==> src/rtl/fm_sb_capture_if.sv <==
// Signal bundle for the spy-buffer capture block: monitored stream, control
// inputs, spy-buffer write port and capture status.
interface fm_sb_capture_if #(
  parameter int DW     = 256,
  parameter int SB_DW  = 256,
  parameter int ADDR_W = 10
);
  logic [DW-1:0]     fm_data;
  logic              fm_vld;
  logic [1:0]        pb_mode;
  logic              arm;
  logic              freeze_req;
  logic [ADDR_W-1:0] post_trig_cnt;

  logic              mem_we;
  logic [ADDR_W-1:0] mem_addr;
  logic [SB_DW-1:0]  mem_wdata;
  logic [ADDR_W-1:0] wr_ptr;
  logic [ADDR_W-1:0] trig_addr;
  logic              wrapped;
  logic              frozen;
  logic [1:0]        state;

  modport master (
    output fm_data, fm_vld, pb_mode, arm, freeze_req, post_trig_cnt,
    input  mem_we, mem_addr, mem_wdata, wr_ptr, trig_addr, wrapped, frozen, state
  );

  modport slave (
    input  fm_data, fm_vld, pb_mode, arm, freeze_req, post_trig_cnt,
    output mem_we, mem_addr, mem_wdata, wr_ptr, trig_addr, wrapped, frozen, state
  );
endinterface

==> src/rtl/fm_sb_capture.sv <==
// Spy-buffer capture engine: records valid fm_data words into a circular
// buffer, then freezes a programmable number of words after a trigger.
module fm_sb_capture #(
  parameter int DW     = 256,
  parameter int SB_DW  = 256,
  parameter int ADDR_W = 10
) (
  input  logic           clk,
  input  logic           rst_n,
  fm_sb_capture_if.slave cap_if
);

  if (((SB_DW % 32) != 0) || (SB_DW > DW)) begin : g_bad_sb_dw
    $fatal(1, "fm_sb_capture: SB_DW must be a multiple of 32 and <= DW");
  end

  typedef enum logic [1:0] {
    ST_IDLE   = 2'b00,
    ST_RUN    = 2'b01,
    ST_POST   = 2'b10,
    ST_FROZEN = 2'b11
  } state_e;

  state_e            state_q, state_d;
  logic [ADDR_W-1:0] wr_ptr_q, wr_ptr_d;
  logic [ADDR_W-1:0] trig_addr_q, trig_addr_d;
  logic [ADDR_W-1:0] post_cnt_q, post_cnt_d;
  logic              wrapped_q, wrapped_d;
  logic              mem_we_q, mem_we_d;
  logic [ADDR_W-1:0] mem_addr_q, mem_addr_d;
  logic [SB_DW-1:0]  mem_wdata_q, mem_wdata_d;
  logic              wr_en;

  always_ff @(posedge clk or negedge rst_n) begin
    if (!rst_n) begin
      state_q     <= ST_IDLE;
      wr_ptr_q    <= '0;
      trig_addr_q <= '0;
      post_cnt_q  <= '0;
      wrapped_q   <= 1'b0;
      mem_we_q    <= 1'b0;
      mem_addr_q  <= '0;
      mem_wdata_q <= '0;
    end else begin
      state_q     <= state_d;
      wr_ptr_q    <= wr_ptr_d;
      trig_addr_q <= trig_addr_d;
      post_cnt_q  <= post_cnt_d;
      wrapped_q   <= wrapped_d;
      mem_we_q    <= mem_we_d;
      mem_addr_q  <= mem_addr_d;
      mem_wdata_q <= mem_wdata_d;
    end
  end

  always_comb begin
    state_d     = state_q;
    wr_ptr_d    = wr_ptr_q;
    trig_addr_d = trig_addr_q;
    post_cnt_d  = post_cnt_q;
    wrapped_d   = wrapped_q;
    mem_we_d    = 1'b0;
    mem_addr_d  = mem_addr_q;
    mem_wdata_d = mem_wdata_q;
    wr_en       = 1'b0;

    // Any playback mode owns the buffer: drop to IDLE and suppress this cycle's write.
    if (cap_if.pb_mode != 2'b00) begin
      state_d = ST_IDLE;
    end else begin
      unique case (state_q)
        ST_IDLE, ST_FROZEN: begin
          if (cap_if.arm) begin
            state_d   = ST_RUN;
            wr_ptr_d  = '0;
            wrapped_d = 1'b0;
          end
        end
        ST_RUN: begin
          wr_en = cap_if.fm_vld;
          if (cap_if.freeze_req) begin
            trig_addr_d = wr_ptr_q;
            post_cnt_d  = cap_if.post_trig_cnt;
            state_d     = (cap_if.post_trig_cnt == '0) ? ST_FROZEN : ST_POST;
          end
        end
        ST_POST: begin
          if (cap_if.fm_vld) begin
            wr_en      = 1'b1;
            post_cnt_d = post_cnt_q - 1'b1;
            if (post_cnt_q <= 1) begin
              state_d = ST_FROZEN;
            end
          end
        end
        default: state_d = ST_IDLE;
      endcase
    end

    if (wr_en) begin
      mem_we_d    = 1'b1;
      mem_addr_d  = wr_ptr_q;
      mem_wdata_d = cap_if.fm_data[SB_DW-1:0];
      wr_ptr_d    = wr_ptr_q + 1'b1;
      if (wr_ptr_q == {ADDR_W{1'b1}}) begin
        wrapped_d = 1'b1;
      end
    end
  end

  assign cap_if.mem_we    = mem_we_q;
  assign cap_if.mem_addr  = mem_addr_q;
  assign cap_if.mem_wdata = mem_wdata_q;
  assign cap_if.wr_ptr    = wr_ptr_q;
  assign cap_if.trig_addr = trig_addr_q;
  assign cap_if.wrapped   = wrapped_q;
  assign cap_if.frozen    = (state_q == ST_FROZEN);
  assign cap_if.state     = state_q;

endmodule
==> src/flat_wrapper.sv <==
// flat-port wrapper written by rule: the top's interface ports become plain ports
module fm_sb_capture_flat 
#(
  parameter int DW     = 256,
  parameter int SB_DW  = 256,
  parameter int ADDR_W = 10
)
  (clk, rst_n, cap_if_fm_data, cap_if_fm_vld, cap_if_pb_mode, cap_if_arm, cap_if_freeze_req, cap_if_post_trig_cnt, cap_if_mem_we, cap_if_mem_addr, cap_if_mem_wdata, cap_if_wr_ptr, cap_if_trig_addr, cap_if_wrapped, cap_if_frozen, cap_if_state);
  fm_sb_capture_if #(.DW(DW), .SB_DW(SB_DW), .ADDR_W(ADDR_W)) cap_if_i ();
  input  logic clk;
  input  logic rst_n;
  input wire logic [$bits(cap_if_i.fm_data)-1:0] cap_if_fm_data;
  input wire logic [$bits(cap_if_i.fm_vld)-1:0] cap_if_fm_vld;
  input wire logic [$bits(cap_if_i.pb_mode)-1:0] cap_if_pb_mode;
  input wire logic [$bits(cap_if_i.arm)-1:0] cap_if_arm;
  input wire logic [$bits(cap_if_i.freeze_req)-1:0] cap_if_freeze_req;
  input wire logic [$bits(cap_if_i.post_trig_cnt)-1:0] cap_if_post_trig_cnt;
  output wire logic [$bits(cap_if_i.mem_we)-1:0] cap_if_mem_we;
  output wire logic [$bits(cap_if_i.mem_addr)-1:0] cap_if_mem_addr;
  output wire logic [$bits(cap_if_i.mem_wdata)-1:0] cap_if_mem_wdata;
  output wire logic [$bits(cap_if_i.wr_ptr)-1:0] cap_if_wr_ptr;
  output wire logic [$bits(cap_if_i.trig_addr)-1:0] cap_if_trig_addr;
  output wire logic [$bits(cap_if_i.wrapped)-1:0] cap_if_wrapped;
  output wire logic [$bits(cap_if_i.frozen)-1:0] cap_if_frozen;
  output wire logic [$bits(cap_if_i.state)-1:0] cap_if_state;
  assign cap_if_i.fm_data = cap_if_fm_data;
  assign cap_if_i.fm_vld = cap_if_fm_vld;
  assign cap_if_i.pb_mode = cap_if_pb_mode;
  assign cap_if_i.arm = cap_if_arm;
  assign cap_if_i.freeze_req = cap_if_freeze_req;
  assign cap_if_i.post_trig_cnt = cap_if_post_trig_cnt;
  assign cap_if_mem_we = cap_if_i.mem_we;
  assign cap_if_mem_addr = cap_if_i.mem_addr;
  assign cap_if_mem_wdata = cap_if_i.mem_wdata;
  assign cap_if_wr_ptr = cap_if_i.wr_ptr;
  assign cap_if_trig_addr = cap_if_i.trig_addr;
  assign cap_if_wrapped = cap_if_i.wrapped;
  assign cap_if_frozen = cap_if_i.frozen;
  assign cap_if_state = cap_if_i.state;
  fm_sb_capture #(.DW(DW), .SB_DW(SB_DW), .ADDR_W(ADDR_W)) u_core (.clk(clk), .rst_n(rst_n), .cap_if(cap_if_i));
endmodule
==> config.mk <==
export PLATFORM = sky130hd
export DESIGN_NAME = fm_sb_capture_flat
export DESIGN_NICKNAME = d
export VERILOG_FILES = /design/src/rtl/fm_sb_capture_if.sv /design/src/rtl/fm_sb_capture.sv /design/src/flat_wrapper.sv
export SDC_FILE = /design/constraint.sdc
export NUM_CORES = 1
export LEC_CHECK = 0
export BUFFER_PORTS_ARGS = -buffer_cell sky130_fd_sc_hd__buf_2
export CORE_AREA = 2 2 221 223
export CTS_CLUSTER_SIZE = 40
export DETAILED_ROUTE_END_ITERATION = 12
export DIE_AREA = 0 0 223 225
export GPL_TIMING_DRIVEN = 0
export PLACE_DENSITY = 0.49
export SKIP_CTS_REPAIR_TIMING = 1
export SYNTH_ARGS = -nofsm -noshare
export SYNTH_HDL_FRONTEND = slang
export SYNTH_SLANG_ARGS = --single-unit
==> constraint.sdc <==
create_clock -name clk -period 4 [get_ports clk]
set_input_delay 0.4 -clock clk [delete_from_list [all_inputs] [get_ports clk]]
set_output_delay 0.4 -clock clk [all_outputs]
set_load 0.1 [all_outputs]
### Word-level counts from Yosys, hierarchy flattened

Cells that the tools add are included.

| operators by class | value |
|---|---|
| shift operators | 0 |
| multiplexer cells | 23 |
| eq/ne operators | 11 |
| reductions and logical operators | 11 |
| bitwise logic cells | 1 |
| $add $sub $neg | 2 |
| div/mod/pow operators | 0 |
| multiply operators | 0 |
| $lt $le $gt $ge | 1 |

Operators by type and width:

| kind | number |
|---|---|
| $mux W10 | 6 |
| $pmux W10 S2 | 1 |
| $add A10 B1 Y10 const B | 1 |
| $eq A10 B10 Y1 const B | 1 |
| $le A10 B1 Y1 const B | 1 |
| $logic_not A10 Y1 | 1 |
| $mux W2 | 5 |
| $sub A10 B1 Y10 const B | 1 |
| $mux W1 | 9 |
| $ne A3 B2 Y1 const B | 3 |
| $reduce_and A4 Y1 | 2 |
| $reduce_bool A2 Y1 | 4 |
| $pmux W2 S3 | 1 |
| $reduce_and A3 Y1 | 2 |
| $eq A2 B2 Y1 const B | 2 |
| $ne A2 B2 Y1 const B | 2 |
| $ne A3 B1 Y1 const B | 1 |
| $eq A2 B1 Y1 const B | 1 |
| $logic_not A2 Y1 | 1 |
| $ne A2 B1 Y1 const B | 1 |
| $pmux W1 S2 | 1 |
| $reduce_or A2 Y1 | 1 |
| $not A1 Y1 | 1 |

| storage, ports and cells | value |
|---|---|
| memory bits (writable) | 0 |
| register bits | 300 |
| input port bits | 273 |
| memories kept | 0 |
| logic and storage cells | 57 |
| output and inout port bits | 291 |
| ROM bits | 0 |
| bits in latches | 0 |

### Depth between registers and ports, before layout

Gate-level depths: netlist (run 1).

| logic depth | value |
|---|---|
| depth in word-level cells | 6 |
| depth in mapped cells | 10 |
| mapped depth without buffers | 7 |

### Worst setup path before layout (run 1)

No wires, ideal clock.

| path | value |
|---|---|
| kind | reg2reg |
| start point | register u_core.state_q[0], in the netlist u_core.cap_if.state[0] |
| end point | register u_core.wr_ptr_q[9], in the netlist u_core.cap_if.wr_ptr[9] |
| period minus slack after synthesis | 2.899 ns |
| arrival time | 2.821 ns |
| required time | 3.923 ns |
| setup slack | 1.101 ns |
| library setup time | 0.077 ns |
| path buffers | 1 |
| stages on the path, launching flop included | 9 |
| cells stage by stage | dfrtp_1 inv_1 ha_1 or4b_1 buf_2 clkinv_2 nor2_2 or4_1 a21oi_1 |

| between the ends | value |
|---|---|
| word-level cells in the longest chain between the ends | 5 |
| elaborated cells between the ends (all ways) | 12 |
| classes of those cells | eq/ne: 4; mux: 3; reduce/logical: 5 |

RTL lines:

| element | line | source |
|---|---|---|
| start, declared | fm_sb_capture.sv:24 | `state_e state_q, state_d;` |
| start signal, assigned | fm_sb_capture.sv:45 | `state_q <= state_d;` |
| $eq A2 B2 Y1 or $eq A2 B1 Y1 (tied branches) | fm_sb_capture.sv:71 | `unique case (state_q)` |
| $pmux W1 S2 | fm_sb_capture.sv:71 |  |
| $mux W1 | fm_sb_capture.sv:68 | `if (cap_if.pb_mode != 2'b00) begin` |
| $ne A2 B1 Y1 (no source line) or $reduce_bool A2 Y1 (tied branches) | - |  |
| $reduce_and A3 Y1 (no source line) | - |  |
| end signal, assigned | fm_sb_capture.sv:46 | `wr_ptr_q <= wr_ptr_d;` |
| end, declared | fm_sb_capture.sv:25 | `logic [ADDR_W-1:0] wr_ptr_q, wr_ptr_d;` |

Parallel ways exist; a longest one is shown, timed or not.
A chain may end at the register's enable or synchronous reset.

### Final worst setup path (run 1)

| path | value |
|---|---|
| start point | register u_core.state_q[0], in the netlist u_core.cap_if.state[0] |
| end point | register u_core.mem_wdata_q[120], in the netlist u_core.cap_if.mem_wdata[120] |

| between the ends | value |
|---|---|
| word-level cells in the longest chain between the ends | 3 |
| elaborated cells between the ends (all ways) | 4 |
| classes of those cells | eq/ne: 2; mux: 2 |

RTL lines:

| element | line | source |
|---|---|---|
| $eq A2 B2 Y1 or $eq A2 B1 Y1 (tied branches) | fm_sb_capture.sv:71 |  |
| $pmux W1 S2 (*) | fm_sb_capture.sv:71 |  |
| $mux W1 (*) | fm_sb_capture.sv:68 |  |
| end signal, assigned | fm_sb_capture.sv:52 | `mem_wdata_q <= mem_wdata_d;` |
| end, declared | fm_sb_capture.sv:31 | `logic [SB_DW-1:0] mem_wdata_q, mem_wdata_d;` |

Every way passes the cells marked *; elsewhere a longest branch is shown, timed or not.

==> flow_summary_export.csv, run 1 <==
group,metric,value,unit
die,io_pins,564,
detailed_routing,avgViaCountPerCell,4.26,
placement,place_congestion,0.810,
run_status,status,"finished, final reports clean",
detailed_routing,wire_per_inst,16.6,µm
placement,portBuffers,562,
worst_setup_path,path_class,"reg -> reg",
yosys,synth_top_family_by_area,"simple AND/OR/NAND/NOR gates",
clock_tree,numClockSinks,300,
sta,grt_setup_unrepaired,"false",
cells_and_area,fillCellCount,4989,
yosys,synth.area.top_cells,"dfrtp_1, nand2_1, buf_2",
yosys,yosys_register_bits,300,
sta,layout_worst_path_cycle_share,73.0,%
cells_and_area,syn_to_final_growth,41.5,%
sta,period_minus_slack,2.92,ns
die,design.die.area,50200,µm²
sta,hold_ws,0.0508,ns
yosys,synth_compound_area_share,2.29,%
yosys,synth_xor_area_share,0.372,%
yosys,synth_most_common_cell,"nand2_1",
yosys,ys_types,49,
worst_setup_path,path_max_fanout,10,
sta,timing.fmax,0.342,GHz
grt,grt_pass1_vias,11100,
yosys,synth_flop_cell,"dfrtp_1",
sta,skew,0.0128,ns
sta,setup_tns,0,ns
clock_tree,cts_buffer_depth,3,
clock_tree,htree_num_levels,2,
yosys,async_flop_share,100,%
sta,slew_headroom,49.2,%
sta,worst_pin_slew,0.763,ns
grt,grt_antenna_before_repair,6,
grt,grt_pass1_wl,64400,µm
detailed_routing,firstDrtPassIters,5,
detailed_routing,route.antenna.remaining_nets,0,
placement,dp_hpwl,32400,µm
worst_setup_path,cp-end-kind,"flop",
job,drv_cap,0,
grt,grt_overflow_total,0,
yosys,yosysSeqAreaShare,63.8,%
detailed_routing,wl,42300,µm
grt,grtUsageTotal,16.5,%
worst_setup_path,critPathRequiredTime,4.46,ns
yosys,yosys.area.top_type,"dfrtp_1",
worst_setup_path,start_kind,"flop",
die,fp.dieH,225,µm
detailed_routing,first_iter_violations,523,
die,die_x,223,µm
clock_tree,tritoncts,"done",
clock_tree,clk-insertion-delay-late,0.54,ns
detailed_routing,drcViolationCount,0,
worst_setup_path,cp.arrival,3.38,ns
yosys,synth_cells,1308,
yosys,synth_top_area_share,63.8,%
pwr,p_leak,9.77,nW
die,core_area,47500,µm²
cells_and_area,utilization,35.0,%
min_path,hold_class,"in -> reg",
die,initial_core_util,24.7,%
yosys,synth-adder-area-share,0.638,%
yosys,ys_top_cells_by_count,"nand2_1, dfrtp_1, buf_2, clkbuf_1, nor2_1",
cells_and_area,drive_gt1_share,34.6,%
cells_and_area,regArea,7510,µm²
die,row_count,80,
yosys,synth_edf_count,0,
yosys,synth_nets,1587,
yosys,synth_simple_gate_area_share,28.8,%
clock_tree,clkSlewWorstSetupHoldPaths,0.06,ns
cells_and_area,nets,2190,
yosys,syn_avg_cell_area,8.99,µm²
clock_tree,root_buffer,"clkbuf_16",
yosys,synthMuxAreaShare,1.32,%
yosys,netlist_area,11800,µm²
pwr,ir_worst_vdd,604,µV
pwr,power.density,973,nW/µm²
grt,grt_max_degree,112,
sta,drv_slew,0,
sta,final_hold_viol_count,0,
detailed_routing,num_vias,10900,
cells_and_area,multi_input_area,3940,µm²
clock_tree,numCtsBuffers,36,
sta,finalSetupViolCount,0,
yosys,ys_warn_count,0,
worst paths after layout:
path	startpoint	endpoint	cells after the start	slack (ns)
setup reg to reg	u_core.cap_if.state[0]	u_core.cap_if.mem_wdata[120]	10	1.08
min in group asynchronous	rst_n	u_core.cap_if.mem_wdata[196]	2	0.50
hold reg to reg	u_core.cap_if.mem_wdata[154]	u_core.cap_if.mem_wdata[154]	2	0.47
max in group asynchronous	rst_n	u_core.cap_if.mem_wdata[59]	3	2.44
hold / removal	cap_if_fm_data[6]	u_core.cap_if.mem_wdata[6]	3	0.05
setup / recovery	u_core.cap_if.state[0]	u_core.cap_if.mem_wdata[120]	10	1.08
where the power goes:
group          internal (W)  total, W  switching (W)
combinational       0.00105   0.00835        0.00730
sequential          0.00391   0.00443       0.000516
clock               0.00211   0.00341        0.00131
total               0.00707    0.0162        0.00913
metrics by stage:
stage               total power (W)  area, µm²  cells  setup slack [ns]
floorplan                    0.0113      11800   1308              1.10
global placement             0.0128      15300   2485             -3.47
detailed placement           0.0129      15400   2487             0.979
CTS                          0.0164      16600   2550             0.967
global route                 0.0168      16600   2552             0.841
finish                       0.0162      16600   2552              1.08
state kept, by name (all words and copies together), names as in the netlist:
register                 flops
u_core.cap_if.mem_addr      10
u_core.cap_if.mem_wdata    256
u_core.cap_if.mem_we         1
u_core.cap_if.state          2
u_core.cap_if.trig_addr     10
u_core.cap_if.wr_ptr        10
u_core.cap_if.wrapped        1
u_core.post_cnt_q           10
metal layers:
metal  global-route usage [%]  part of all wire, %
met1                     18.9                   39
met2                     28.1                   48
met3                     6.27                   10
met4                     6.15                  3.2
met5                        0                0.066
cell usage in the layout (no fill, tap or decap), types with 2 or more instances in the layout:
cell,instances
o22ai_1,5
inv_1,6
clkbuf_8,8
nor2_1,15
clkinv_2,3
mux2_2,12
buf_16,2
xor2_1,2
nand4bb_1,2
buf_2,594
dfrtp_1,300
xnor2_1,3
mux2i_1,2
inv_6,2
ha_1,6
bufinv_16,4
a21oi_1,9
a211oi_1,3
nor4_1,4
clkbuf_16,37
a31oi_1,5
a22oi_1,3
and3_1,4
nand3_1,8
nor4b_1,2
or2_2,2
nor3_1,5
clkbuf_1,43
nand4_1,5
nand2_1,810
o21ai_0,5
worst max-delay path, stage by stage, from the launching register on:
cell and delay, ns:
dfrtp_1 0.42, inv_1 0.07, ha_1 0.39, or4b_1 0.53, buf_2 0.23, clkinv_2 0.09
buf_2 0.22, buf_2 0.33, buf_2 0.39, nand2_1 0.10, nand2_1 0.07
cell families after synthesis:
logic type,after synthesis
XOR/XNOR,5
buffers and inverters,74
AND/OR/NAND/NOR,868
AO/OA/AOI/OAI,41
flip-flops,300
adder cells (fa/ha/maj),6
multiplexers,14
area by class of cell:
class                      instances  share of cell area, %
antenna                            1                 0.0150
buffer                            67                   1.76
clock buffer                      55                   6.45
clock inverter                     8                  0.887
inverter                           7                  0.165
multi-input combinational        934                   23.6
sequential                       300                   45.1
tap                              615                   4.62
timing repair buffer             565                   17.4
Power figures use the tool's default switching activity.
==> run 2, diff against run 1 <==
- clock period: 4 -> 3 ns (I/O delays scaled with it)
==> run 2 against run 1 <==
Compared with the run above: final cell count up 9.8%; clock-buffer cell count unchanged; the run now ends with hold timing left; total power rose by 35%; critical path type unchanged; flip-flop and latch count did not move; highest routed layer is now met4; die area unchanged.
==> flow_summary_export.csv, run 2 (same netlist as run 1, synthesis figures left out) <==
group,metric,value,unit
run_status,status,"complete, but fails checks",
run_status,violations,"hold timing",
detailed_routing,drcViolationCount,0,
worst_setup_path,r2r_cells,10,
sta,timing.fmax,0.357,GHz
detailed_routing,route.antenna.remaining_nets,0,
detailed_routing,firstDrtPassIters,4,
sta,setup_tns,0,ns
sta,period_minus_slack,2.80,ns
cells_and_area,final_common_cell,"nand2_1",
placement,post-place-ws,-0.0212,ns
detailed_routing,first_iter_violations,551,
die,fp.dieH,225,µm
cells_and_area,nets,2438,
worst_setup_path,worst-path-buf-inv,6,
pwr,ir_worst_vdd,789,µV
detailed_routing,avgViaCountPerCell,4.23,
placement,place_congestion,0.810,
worst_setup_path,cp.arrival,3.27,ns
grt,grtUsageTotal,16.5,%
clock_tree,cts_buffer_depth,3,
grt,grt_pass1_wl,64400,µm
grt,grt_antenna_before_repair,1,
die,io_pins,564,
placement,portBuffers,562,
pwr,p_leak,10.8,nW
worst_setup_path,cpMostUsedCell,"buf_2",
die,design.die.area,50200,µm²
detailed_routing,wire_per_inst,16.2,µm
sta,slew_headroom,52.0,%
cells_and_area,multi_input_area,3940,µm²
die,die_x,223,µm
sta,skew,0.0139,ns
worst_setup_path,rrSetupSlack,0.20,ns
detailed_routing,wl,45300,µm
worst_setup_path,crit_chain,"inv_1 > ha_1 > or4b_1 > buf_2 > clkinv_2 > buf_2 > clkbuf_4 > buf_2 > nand2_1 > nand2_1",
cells_and_area,syn_to_final_growth,62.7,%
min_path,holdPathStages,3,
clock_tree,numClockSinks,300,
clock_tree,numCtsBuffers,36,
placement,dp_hpwl,32400,µm
sta,final_hold_viol_count,1,
clock_tree,tritoncts,"done",
grt,grt_pass1_vias,11100,
clock_tree,clkSlewWorstSetupHoldPaths,0.06,ns
worst_setup_path,crit_family,"buffers and inverters",
worst_setup_path,start_kind,"flop",
cells_and_area,final_cell_mix,"nand2_1, buf_2, dfrtp_1",
cells_and_area,largest_register_ffs,256,
job,drv_cap,0,
die,core_area,47500,µm²
die,initial_core_util,24.7,%
worst_setup_path,rr_startpoint,"u_core.cap_if.state[0]",
detailed_routing,num_vias,11800,
worst_setup_path,critPathRequiredTime,3.47,ns
cells_and_area,drive_gt1_share,30.7,%
worst_setup_path,cp-end-kind,"flop",
sta,drv_slew,0,
clock_tree,root_buffer,"clkbuf_16",
cells_and_area,fillCellCount,4710,
grt,grt_max_degree,112,
worst_setup_path,crit_path_top_delay_cell,"or4b_1",
grt,grt_overflow_total,0,
pwr,power.density,1140,nW/µm²
sta,finalSetupViolCount,0,
sta,layout_worst_path_cycle_share,93.5,%
worst_setup_path,cpPeakStageDelay,0.53,ns
die,row_count,80,
cells_and_area,utilization,40.3,%
sta,setup_slack,0.196,ns
min_path,hold_class,"in -> reg",
sta,worst_pin_slew,0.720,ns
min_path,min_from,"cap_if_fm_data[133]",
clock_tree,htree_num_levels,2,
clock_tree,clk-insertion-delay-late,0.53,ns
worst_setup_path,path_class,"reg -> reg",
cells_and_area,regArea,7510,µm²
sta,hold_ws,-0.00711,ns
worst_setup_path,path_max_fanout,10,
min_path,hold-path-endpoint,"u_core.cap_if.mem_wdata[133]",
worst_setup_path,r2r_end,"u_core.cap_if.mem_wdata[70]",
==> run 2: cell types whose count changed in the layout (fill, tap and decap cells not counted), sizes merged <==
cell         change
dlygate4sd3    +248
diode            +1
buf              -4
clkbuf           +4
==> run 2: layer usage <==
layer  global-route usage (%)  vias to the layer above  share of wire (%)
li1                         -                     5767                  -
met1                     18.9                     5487                 39
met2                     28.1                      495                 49
met3                     6.27                       86                8.6
met4                     6.15                        0                3.1
met5                        0                        -                  0
==> run 2: through the flow <==
step | total power (W) | instances | instance area (µm²)
after floorplan | 0.0151 | 1308 | 11800
after global placement | 0.0171 | 2485 | 15300
after detailed placement | 0.0171 | 2487 | 15400
after CTS | 0.0218 | 2550 | 16600
after global routing | 0.0228 | 2800 | 19100
final | 0.0219 | 2801 | 19100
==> run 2: worst max-delay path by stage <==
stage,cells past startpoint,endpoint,slack (ns),from
2_1_floorplan,8,u_core.cap_if.wr_ptr[9],0.10,u_core.cap_if.state[0]
3_3_place_gp,1,u_core.cap_if.mem_wdata[36],-4.37,rst_n
3_5_place_dp,10,u_core.cap_if.mem_wdata[116],-0.02,u_core.cap_if.state[0]
4_1_cts,10,u_core.cap_if.mem_wdata[120],-0.03,u_core.cap_if.state[0]
5_1_grt,10,u_core.cap_if.mem_wdata[70],-0.003,u_core.cap_if.state[0]
6_report,10,u_core.cap_if.mem_wdata[70],0.20,u_core.cap_if.state[0]
==> run 2: tightest hold or removal path, cell delays in order <==
cell and delay [ns]:
buf_2 0.08, nand2_1 0.06, nand2_1 0.06
==> run 2: layout make-up <==
cell class / count / area share (%)
inverters: 7 / 0.144
plain buffers: 67 / 1.59
multi-input cells: 934 / 20.6
well taps: 615 / 4.02
diodes: 2 / 0.0261
flip-flops and latches: 300 / 39.2
clock inverters: 8 / 0.771
repair buffers: 813 / 28.1
clock buffers: 55 / 5.61
==> run 2: where the power goes <==
part | switching (W) | internal [W] | leakage [nW]
Clock | 0.00174 | 0.00281 | 0.599
Combinational | 0.00981 | 0.00161 | 6.34
Sequential | 0.000704 | 0.00522 | 3.87
Total | 0.0123 | 0.00964 | 10.8
==> run 3, diff against run 2 <==
- ABC_AREA: not set -> 1
==> run 3 against run 2 <==
Compared with the run above: the run still ends with hold timing left; clock power down 7.5%; register-to-register slack improved by 0.39 ns; synthesized cell count increased by 5.0%; total power fell by 0.61%; via count is 2.2% higher; routed wire length increased by 4.9%; final cell count grew 1.9%; sequential power hardly changed; area after synthesis up 0.53%; critical path depth decreased by 2; clock-buffer cell count fell by 3.
==> flow_summary_export.csv, run 3 <==
group,metric,value,unit
run_status,status,"complete, but fails checks",
run_status,violations,"hold timing",
detailed_routing,drcViolationCount,0,
detailed_routing,num_vias,12100,
sta,layout_worst_path_cycle_share,80.4,%
clock_tree,numCtsBuffers,37,
detailed_routing,route.antenna.remaining_nets,0,
job,drv_cap,0,
worst_setup_path,crit_path_end,"u_core.cap_if.mem_wdata[49]",
cells_and_area,fin_cells,2854,
clock_tree,root_buffer,"clkbuf_16",
yosys,ys_top_cells_by_count,"nand2_1, dfrtp_1, buf_2, nor2_1",
sta,grt_setup_unrepaired,"false",
min_path,hold_class,"in -> reg",
yosys,synth_flop_cell,"dfrtp_1",
sta,hold_ws,-0.0121,ns
clock_tree,numClockSinks,300,
cells_and_area,post-route-cell-area,18900,µm²
detailed_routing,firstDrtPassIters,5,
detailed_routing,wire_per_inst,16.6,µm
detailed_routing,wl,47500,µm
worst_setup_path,r2r_cells,8,
yosys,synth_most_common_cell,"nand2_1",
yosys,synth_nets,1653,
die,initial_core_util,24.9,%
cells_and_area,final_cell_mix,"nand2_1, buf_2, dfrtp_1",
sta,setup_tns,0,ns
die,design.die.area,50200,µm²
worst_setup_path,cp.arrival,2.87,ns
worst_setup_path,path_max_fanout,10,
pwr,power.density,1150,nW/µm²
yosys,syn_avg_cell_area,8.61,µm²
grt,grt_antenna_before_repair,5,
worst_setup_path,rrSetupSlack,0.59,ns
cells_and_area,utilization,39.9,%
yosys,ys_types,28,
grt,grt_max_degree,111,
yosys,synth_cells,1374,
pwr,switchingPower,0.0124,W
pwr,switching_share,57.0,%
sta,final_hold_viol_count,1,
yosys,synth_top_area_share,63.5,%
cells_and_area,drive_gt1_share,29.7,%
cells_and_area,nets,2491,
clock_tree,clk-insertion-delay-late,0.53,ns
die,row_count,80,
die,fp.dieH,225,µm
yosys,async_flop_share,100,%
cells_and_area,syn_to_final_growth,60.2,%
worst_setup_path,rr_startpoint,"u_core.cap_if.state[0]",
clock_tree,clkSlewWorstSetupHoldPaths,0.06,ns
cells_and_area,final_common_cell,"nand2_1",
sta,drv_slew,0,
worst_setup_path,path_class,"reg -> reg",
cells_and_area,largest_register_ffs,256,
pwr,combPwrFrac,53.6,%
placement,dp_hpwl,35400,µm
sta,skew,0.0107,ns
die,die_x,223,µm
grt,grtUsageTotal,17.8,%
sta,worst_pin_slew,0.740,ns
die,io_pins,564,
yosys,synth_edf_count,0,
pwr,p_int,0.00935,W
detailed_routing,first_iter_violations,526,
grt,grt_pass1_vias,11500,
yosys,netlist_area,11800,µm²
worst_setup_path,r2r_end,"u_core.cap_if.mem_wdata[49]",
worst_setup_path,cp-startpoint,"u_core.cap_if.state[0]",
yosys,ys_warn_count,0,
placement,portBuffers,563,
worst_setup_path,critPathRequiredTime,3.46,ns
yosys,yosys_register_bits,300,
placement,place_congestion,0.883,
pwr,ir_worst_vdd,633,µV
sta,slew_headroom,50.6,%
clock_tree,cts_buffer_depth,3,
sta,period_minus_slack,2.41,ns
grt,grt_pass1_wl,68600,µm
yosys,synth.area.top_cells,"dfrtp_1, nand2_1, buf_2",
pwr,p_leak,10.8,nW
pwr,pwr-share-seq,27.1,%
detailed_routing,avgViaCountPerCell,4.24,
clock_tree,htree_num_levels,2,
pwr,power,0.0218,W
pwr,pwr-share-clk,19.3,%
sta,timing.fmax,0.414,GHz
die,core_area,47500,µm²
cells_and_area,fillCellCount,4781,
grt,grt_overflow_total,0,
sta,finalSetupViolCount,0,
placement,postPlaceCellArea,15500,µm²
yosys,yosys.area.top_type,"dfrtp_1",
worst_setup_path,start_kind,"flop",
worst_setup_path,cp-end-kind,"flop",
yosys,yosysSeqAreaShare,63.5,%
clock_tree,tritoncts,"done",
placement,place_inst,2554,
==> run 3: changes by cell type in the layout (fill, tap and decap cells not counted), moves of 8 or more <==
| cell | change |
|---|---|
| clkbuf_1 | -13 |
| nor2_1 | +19 |
| inv_1 | +26 |
| dlygate4sd3_1 | -15 |
| buf_4 | +8 |
| nand2_1 | +41 |
| o21ai_0 | +27 |
| nand3_1 | +16 |
| mux2_2 | -12 |
==> run 3: cell families after synthesis <==
logic type,count (synthesis),synth area share (%)
buffers and inverters,98,3.79
and+or+nand+nor,921,29.8
adders and majority gates,6,0.635
DFF,300,63.5
AOI/OAI and AO/OA,46,2.07
xor gates and xnor gates,3,0.222
==> run 3: worst min path at each step <==
stage,start,endpoint,slack (ns),cells past startpoint
finish,cap_if_fm_data[146],u_core.cap_if.mem_wdata[146],-0.01,3
global route,cap_if_fm_data[103],u_core.cap_if.mem_wdata[103],0.00007,3
CTS,rst_n,u_core.cap_if.mem_wdata[105],-0.19,1
detailed placement,rst_n,u_core.cap_if.mem_wdata[132],0.39,1
global placement,u_core.cap_if.mem_wdata[114],u_core.cap_if.mem_wdata[114],0.46,2
floorplan,rst_n,u_core.cap_if.mem_addr[0],0.004,0
==> run 3: layer usage <==
layer	vias to the layer above	GRT usage [%]	share of wire (%)	wire, µm
li1	5863	-	-	-
met1	5697	20.7	39	18700
met2	448	30.8	50	23800
met3	79	5.49	7.1	3390
met4	4	6.93	3.4	1630
met5	-	0	0.040	19
==> run 3: worst max-delay path, stage by stage (launching register included) <==
cell and delay, ns:
dfrtp_1 0.40, inv_1 0.07, ha_1 0.30, inv_1 0.09
nand3_2 0.28, clkbuf_1 0.61, buf_2 0.40, nand2_1 0.10
nand2_1 0.08
==> run 3: power by group through the flow <==
| stage | Combinational (W) | Sequential (W) | Clock (W) |
|---|---|---|---|
| floorplan | 0.00111 | 0.0141 | 0 |
| global placement | 0.0114 | 0.00590 | 0 |
| global route | 0.0121 | 0.00604 | 0.00454 |
| finish | 0.0117 | 0.00589 | 0.00421 |
| detailed placement | 0.0115 | 0.00591 | 0 |
| CTS | 0.0115 | 0.00588 | 0.00438 |
==> run 3: metrics by stage <==
step	hold slack, ns	setup slack, ns
after floorplan	0.00441	0.673
after detailed placement	0.390	0.490
final	-0.0121	0.587
after CTS	-0.194	0.469
after global routing	0.0000692	0.317
after global placement	0.456	-4.42
==> run 3: area by class of cell <==
type	count	area [µm²]	share of cell area, %
antenna	6	15.0	0.0792
buffer	65	324	1.71
clock buffer	52	1040	5.50
clock inverter	8	72.6	0.383
inverter	33	124	0.654
multi-input combinational	976	3870	20.4
sequential	300	7510	39.6
tap	615	769	4.06
timing repair buffer	799	5230	27.6
